==> config.mk <==
export PLATFORM = sky130hd
export DESIGN_NAME = wb_burst_master
export DESIGN_NICKNAME = d
export VERILOG_FILES = /design/src/rtl/wb_burst_master.sv
export SDC_FILE = /design/constraint.sdc
export NUM_CORES = 1
export LEC_CHECK = 0
export BUFFER_PORTS_ARGS = -buffer_cell sky130_fd_sc_hd__buf_2
export CAP_MARGIN = 20
export CORE_ASPECT_RATIO = 1.75
export CORE_MARGIN = 1
export CORE_UTILIZATION = 25
export CTS_CLUSTER_SIZE = 8
export DETAILED_ROUTE_END_ITERATION = 16
export GPL_TIMING_DRIVEN = 0
export PLACE_DENSITY_LB_ADDON = 0.2
export RECOVER_POWER = 25
export SYNTH_ARGS = -nofsm -noshare
export SYNTH_HDL_FRONTEND = slang
export SYNTH_SLANG_ARGS = --single-unit
==> constraint.sdc <==
create_clock -name wb_clk_i -period 2.7 [get_ports wb_clk_i]
set_input_delay 0.54 -clock wb_clk_i [delete_from_list [all_inputs] [get_ports wb_clk_i]]
set_output_delay 0.54 -clock wb_clk_i [all_outputs]
set_load 0.1 [all_outputs]
==> src/rtl/wb_burst_master.sv <==
`default_nettype none
// ============================================================================
//  Module   : wb_burst_master
//  Purpose  : Command-port driven Wishbone master issuing classic single-beat
//             or incrementing-burst cycles. Write data comes from an FWFT
//             supplier and read data leaves as a valid-qualified stream. A
//             per-beat ack watchdog aborts a cycle when the slave stalls.
//  Revision : 1.0  initial release
// ============================================================================
module wb_burst_master #(
    parameter int AW     = 30,
    parameter int DW     = 32,
    parameter int LW     = 8,
    parameter int TO_CYC = 1023,
    parameter int TOW    = 10
) (
    input  logic              wb_clk_i,
    input  logic              wb_rst_i,
    input  logic              cmd_valid_i,
    output logic              cmd_ready_o,
    input  logic              cmd_we_i,
    input  logic [AW-1:0]     cmd_addr_i,
    input  logic [LW-1:0]     cmd_len_i,
    input  logic [DW/8-1:0]   cmd_sel_i,
    input  logic [DW-1:0]     wdat_i,
    output logic              wdat_rd_o,
    output logic [DW-1:0]     rdat_o,
    output logic              rdat_vld_o,
    output logic              done_o,
    output logic              err_o,
    output logic [LW-1:0]     beats_o,
    output logic              wb_cyc_o,
    output logic              wb_stb_o,
    output logic              wb_we_o,
    output logic [AW-1:0]     wb_addr_o,
    output logic [DW-1:0]     wb_dat_o,
    output logic [DW/8-1:0]   wb_sel_o,
    output logic [2:0]        wb_cti_o,
    input  logic              wb_ack_i,
    input  logic [DW-1:0]     wb_dat_i
);

    localparam logic [1:0]     c_st_idle  = 2'd0;
    localparam logic [1:0]     c_st_bus   = 2'd1;
    localparam logic [1:0]     c_st_fin   = 2'd2;
    localparam logic [TOW-1:0] c_wd_last  = TOW'(TO_CYC - 1);
    localparam logic [TOW-1:0] c_wd_one   = TOW'(1);
    localparam logic [LW-1:0]  c_len_one  = LW'(1);
    localparam logic [AW-1:0]  c_addr_one = AW'(1);
    localparam logic [2:0]     c_cti_classic = 3'b000;
    localparam logic [2:0]     c_cti_incr    = 3'b010;
    localparam logic [2:0]     c_cti_end     = 3'b111;

    logic [1:0]      r_state;
    logic [1:0]      w_next;
    logic            r_we;
    logic [DW/8-1:0] r_sel;
    logic [LW-1:0]   r_len;
    logic [AW-1:0]   r_cur_addr;
    logic [LW-1:0]   r_beats;
    logic [TOW-1:0]  r_wd;
    logic            r_err;
    logic [DW-1:0]   r_rdat;
    logic            r_rdat_vld;

    logic [LW-1:0]   w_beats_inc;
    logic            w_last;
    logic            w_wd_hit;

    assign w_beats_inc = r_beats + c_len_one;
    assign w_last      = (w_beats_inc == r_len);
    // The watchdog fires on the TO_CYC-th consecutive unacked strobe cycle.
    assign w_wd_hit    = (r_wd == c_wd_last);

    // State register.
    always_ff @(posedge wb_clk_i) begin
        if (wb_rst_i) begin
            r_state <= c_st_idle;
        end else begin
            r_state <= w_next;
        end
    end

    // Next-state logic; an ack always wins over a simultaneous watchdog hit.
    always_comb begin
        w_next = r_state;
        case (r_state)
            c_st_idle: begin
                if (cmd_valid_i) begin
                    w_next = (cmd_len_i == '0) ? c_st_fin : c_st_bus;
                end
            end
            c_st_bus: begin
                if (wb_ack_i) begin
                    if (w_last) begin
                        w_next = c_st_fin;
                    end
                end else if (w_wd_hit) begin
                    w_next = c_st_fin;
                end
            end
            c_st_fin: w_next = c_st_idle;
            default:  w_next = c_st_idle;
        endcase
    end

    // Command latch, beat/address counters, watchdog and read-data capture.
    always_ff @(posedge wb_clk_i) begin
        if (wb_rst_i) begin
            r_we       <= 1'b0;
            r_sel      <= '0;
            r_len      <= '0;
            r_cur_addr <= '0;
            r_beats    <= '0;
            r_wd       <= '0;
            r_err      <= 1'b0;
            r_rdat     <= '0;
            r_rdat_vld <= 1'b0;
        end else begin
            r_rdat_vld <= 1'b0;
            case (r_state)
                c_st_idle: begin
                    if (cmd_valid_i) begin
                        r_we       <= cmd_we_i;
                        r_sel      <= cmd_sel_i;
                        r_len      <= cmd_len_i;
                        r_cur_addr <= cmd_addr_i;
                        r_beats    <= '0;
                        r_wd       <= '0;
                        r_err      <= 1'b0;
                    end
                end
                c_st_bus: begin
                    if (wb_ack_i) begin
                        r_beats    <= w_beats_inc;
                        r_cur_addr <= r_cur_addr + c_addr_one;
                        r_wd       <= '0;
                        if (!r_we) begin
                            r_rdat     <= wb_dat_i;
                            r_rdat_vld <= 1'b1;
                        end
                    end else if (w_wd_hit) begin
                        r_err <= 1'b1;
                    end else begin
                        r_wd <= r_wd + c_wd_one;
                    end
                end
                default: ;
            endcase
        end
    end

    // State-decoded outputs; bus-facing fields are zero outside the bus phase.
    always_comb begin
        cmd_ready_o = 1'b0;
        wb_cyc_o    = 1'b0;
        wb_stb_o    = 1'b0;
        wb_addr_o   = '0;
        wb_dat_o    = '0;
        wb_cti_o    = c_cti_classic;
        wdat_rd_o   = 1'b0;
        done_o      = 1'b0;
        err_o       = 1'b0;
        case (r_state)
            c_st_idle: cmd_ready_o = !wb_rst_i;
            c_st_bus: begin
                wb_cyc_o  = 1'b1;
                wb_stb_o  = 1'b1;
                wb_addr_o = r_cur_addr;
                if (r_len == c_len_one) begin
                    wb_cti_o = c_cti_classic;
                end else if (w_last) begin
                    wb_cti_o = c_cti_end;
                end else begin
                    wb_cti_o = c_cti_incr;
                end
                if (r_we) begin
                    wb_dat_o  = wdat_i;
                    wdat_rd_o = wb_ack_i;
                end
            end
            c_st_fin: begin
                done_o = 1'b1;
                err_o  = r_err;
            end
            default: ;
        endcase
    end

    assign wb_we_o    = r_we;
    assign wb_sel_o   = r_sel;
    assign beats_o    = r_beats;
    assign rdat_o     = r_rdat;
    assign rdat_vld_o = r_rdat_vld;

endmodule
`default_nettype wire

Word level (Yosys, flattened, before mapping):

Cells that the tools add are included.

* multiplexer cells: 33
* $add $sub $neg: 3
* eq/ne operators: 12
* reduce and logical (&&, ||, !) cells: 11
* bitwise logic cells: 3

Operators with widths (number)
* 2-to-1 mux 30 bit: 3
* 2-to-1 mux 32 bit: 2
* case mux 30 bit (2 select lines): 1
* adder 30 x 1 -> 30 bit (second input constant): 1
* 2-to-1 mux 10 bit: 3
* case mux 10 bit (2 select lines): 1
* 2-to-1 mux 8 bit: 2
* case mux 8 bit (2 select lines): 1
* AND reduction 3 bit: 4
* adder 10 x 1 -> 10 bit (second input constant): 1
* == test 10 bit (second input constant): 1
* 2-to-1 mux 1 bit: 10
* 2-to-1 mux 2 bit: 5
* 2-to-1 mux 3 bit: 3
* != test 3 bit (second input constant): 3
* adder 8 x 1 -> 8 bit (second input constant): 1
* == test 8 x 1 -> 1 bit (second input constant): 1
* == test 8 bit: 1
* logical NOT 8 bit: 1
* != test 2 bit (second input constant): 4
* case mux 2 bit (2 select lines): 1
* AND reduction 4 bit: 1
* NOT 1 bit: 3
* OR reduction 3 bit: 1
* 7 further kinds: 7

* flip-flop bits (word level): 97
* bits of input ports: 111
* output and inout bits: 117

Depth between registers and ports, before layout:

* word-level depth: 5
* depth in mapped cells: 10
* gate-level depth less buffers: 6

Least setup slack after synthesis:

Ideal clock, no wire load.

* kind: register -> output
* start: register r_beats[0] (netlist: beats_o[0])
* end: output port wb_cti_o[2]
* stages on the path, launching flop included: 8
* buffers on the path: 1
* setup slack: -2849 ps
* arrival time: 5009 ps
* cell sequence: dfxtp_1 ha_1 and3_1 nand3_1 o21bai_1 nand4_1 a211oi_1 buf_4

* word-level cells in the longest chain between the ends: 5

RTL lines
* start, declared: RTL line 60 `logic [LW-1:0] r_beats;`
* start signal, assigned: RTL line 135 `r_beats <= w_beats_inc;`
* adder 8 x 1 -> 8 bit: RTL line 70 `assign w_beats_inc = r_beats + c_len_one;`
* == test 8 bit: RTL line 71 `assign w_last = (w_beats_inc == r_len);`
* 2-to-1 mux 3 bit: RTL line 172 `end else if (w_last) begin`
* 2-to-1 mux 3 bit: RTL line 170 `if (r_len == c_len_one) begin`
* 2-to-1 mux 3 bit: RTL line 164 `case (r_state)`
* end, declared: RTL line 38 `output logic [2:0] wb_cti_o,`

Every way passes these cells.

Worst setup path in the final report:

* start: register r_beats[1] (netlist: beats_o[1])
* end: output port wb_cti_o[2]

Same word-level chain as after synthesis.

==> run_results.csv <==
group,metric,value,unit
detailed_routing,vias,5829,
timing,finalWorstSetupSlack,-0.0559,ns
cts,cts_max_path_buffers,2,
critical_path,crit_type,"reg2out",
synth,netlist-cell-type-count,60,
timing,slew_headroom,18.1,%
status,violations,"setup timing",
cts,cts_buffers,9,
finish,final_common_cell,"buf_2",
critical_path,critPathCaptureType,"primary output",
die,io_pins,228,
grt,grtUsageMet2,38.0,%
grt,grt_usage,19.4,%
critical_path,rr_endpoint,"r_len[5]",
cts,cts-root-buf,"clkbuf_16",
status,status,"finished with violations",
timing,max_freq,0.363,GHz
die,row_count,69,
power,p_clk_share,28.2,%
synth,synth_edf_count,0,
timing,min_period,2.76,ns
detailed_routing,postRouteAntennaNets,0,
power,power.density,610,nW/um^2
timing,fin_skew,0.0163,ns
synth,netlist_instances,690,
power,pwr-share-seq,36.9,%
finish,final_cell_mix,"buf_2, nand2_1, dfxtp_1",
detailed_routing,dr.pass1.iters,4,
finish,post-route-util,36.7,%
critical_path,cp.arrival,2.22,ns
cts,clock_sinks,97,
power,intPower,2.63,mW
die,die_area,21200,um^2
cts,cts_tree,"built",
timing,slew_viol_final,0,
synth,ys_seq_area_share,37.7,%
grt,busiest_layer,"met2",
min_path,hold_class,"in2reg",
die,core_area,20200,um^2
detailed_routing,drt-initial-drc-count,248,
detailed_routing,wl_per_cell,17.6,um
timing,fin_crit_sh,102,%
critical_path,r2r-start,"r_state[0]",
power,p_sw_share,41.9,%
detailed_routing,wl,20800,um
cts,htreeDepth,3,
grt,gr-total-overflow,0,
die,die_x,110,um
grt,grt_pass1_wl,31900,um
synth,syn-num-nets,805,
finish,stdcell_area,7420,um^2
grt,grt_pass1_vias,5775,
power,power,4.53,mW
placed_design,port_buffers,226,
grt,use_met3,3.31,%
synth,ys_warn_count,0,
cts,clkTransAtPathRegs,0.08,ns
synth,ys.flop_type,"dfxtp_1",
synth,async_flop_share,0,%
grt,grt_use_met1,20.2,%
grt,grt_start_max_net_pins,20,
finish,area_delta_synth_final,44.3,%
critical_path,cp.required,2.16,ns
critical_path,r2r_cells,6,
die,start_util,25.5,%
finish,drive_above_1_share,29.3,%
placed_design,dp_cells,1164,
cts,clock_latency,0.35,ns
critical_path,worstPathMaxFanout,5,
placed_design,dp_hpwl,16000,um
finish,num_antenna_cells,0,
flow_run,maxCapViolations,0,
timing,fin_tns_setup,-0.0751,ns
timing,setup_viol,2,
detailed_routing,post_drt_via_cell_ratio,4.92,
power,cellLeakagePower,3.16,nW
synth,avgSynthCellArea,7.46,um^2
power,vdd_drop_max,294,uV
timing,rsz0062_at_grt,"yes",
finish,final_cells,1184,
timing,hold_viol,0,
detailed_routing,drc,0,
critical_path,r2r_slack,0.32,ns
min_path,hold_depth,3,
grt,antenna_found_initial,0,
timing,tightest_slew,1.23,ns
synth,syn_area,5140,um^2
power,switching_power,1.90,mW
finish,fin_nets,1046,
placed_design,globalplace.congestion,0.813,
min_path,worstHoldStart,"wb_dat_i[16]",
placed_design,placed_area,6700,um^2
power,comb_power_share,34.9,%
die,die-height,192,um
min_path,hold_end,"rdat_o[16]",
synth,ys_ff_latch,97,
critical_path,cp-start-kind,"register",
[stage by stage]
step | hold WS (ns) | setup slack [ns]
6_report | 0.423 | -0.0559
3_3_place_gp | 0.438 | -0.256
4_1_cts | 0.409 | -0.104
2_1_floorplan | 0.427 | -0.474
3_5_place_dp | 0.443 | -0.271
5_1_grt | 0.417 | -0.207
[power by group through the flow]
stage          registers, mW  clock network, mW  logic [mW]
2_1_floorplan           1.92                  0       0.880
4_1_cts                 1.67               1.33        1.58
5_1_grt                 1.69               1.38        1.68
6_report                1.67               1.28        1.58
3_5_place_dp            1.71                  0        1.52
3_3_place_gp            1.70                  0        1.52
[Yosys cell counts, drive strengths merged (6+ instances only)]
| library cell | n | area, um^2 |
|---|---|---|
| and2 | 36 | 228 |
| xnor2 | 8 | 70.1 |
| nor3 | 12 | 65.1 |
| xor2 | 11 | 96.3 |
| nand4 | 9 | 62.6 |
| dfxtp | 97 | 1940 |
| a21oi | 79 | 395 |
| a31oi | 6 | 37.5 |
| clkbuf | 33 | 124 |
| o21ai | 27 | 135 |
| nand3 | 25 | 125 |
| buf | 18 | 93.8 |
| nor4 | 7 | 65.1 |
| inv | 9 | 33.8 |
| a311oi | 6 | 52.6 |
| and3 | 48 | 300 |
| nand2 | 124 | 465 |
| a211oi | 7 | 52.6 |
| nor2 | 57 | 214 |
[per-layer routing]
layer	wire [um]	share of wire (%)
met1	7800	37
met2	11600	56
met3	1020	4.9
met4	354	1.7
met5	0	0
[final cells by class]
cell class	count	area (um^2)
Sequential cell	97	1970
Fill cell	2200	12800
Tap cell	248	310
Inverter	9	33.8
Clock inverter	5	38.8
Clock buffer	11	253
Multi-Input combinational cell	533	3070
Timing Repair Buffer	234	1480
Buffer	47	268
[registers in the layout (all words and copies together) (netlist names)]
register    count
r_cur_addr     30
beats_o         8
rdat_o         32
rdat_vld_o      1
r_len           8
r_err           1
wb_we_o         1
r_wd           10
r_state         2
wb_sel_o        4
[worst max-delay path, stage by stage, from the launching register on]
cell	delay [ns]
dfxtp_4	0.38
ha_4	0.28
xnor2_2	0.10
o211ai_1	0.11
nor3_2	0.20
nand4_1	0.19
a211oi_4	0.30
buf_6	0.15
buf_12	0.16
[worst max path at each step]
stage / to / slack (ns) / start
after floorplan: wb_cti_o[2] / -0.47 / beats_o[0]
after global placement: wb_addr_o[15] / -0.26 / r_state[1]
after detailed placement: wb_addr_o[15] / -0.27 / r_state[1]
after CTS: wb_cti_o[2] / -0.10 / beats_o[1]
after global routing: wb_cti_o[2] / -0.21 / beats_o[3]
final: wb_cti_o[2] / -0.06 / beats_o[1]
[what timing repair did]
| action | in CTS | in global routing |
|---|---|---|
| gates cloned | 0 | 0 |
| resized for setup | 84 | 57 |
| setup endpoints to repair | 68 | 56 |
| buffers inserted | 8 | 0 |
| hold buffers | 0 | 0 |
| pin swaps | 6 | 1 |
[cell families after synthesis]
logic type	count (synthesis)	synth area share, %
buffers and inverters	60	4.89
multiplexers	3	0.584
XOR/XNOR	19	3.23
AND/OR/NAND/NOR	339	32.6
flip-flops	97	37.7
AO/OA/AOI/OAI	168	20.0
adder cells (fa/ha/maj)	4	0.973
(Power assumes the default switching activity.)
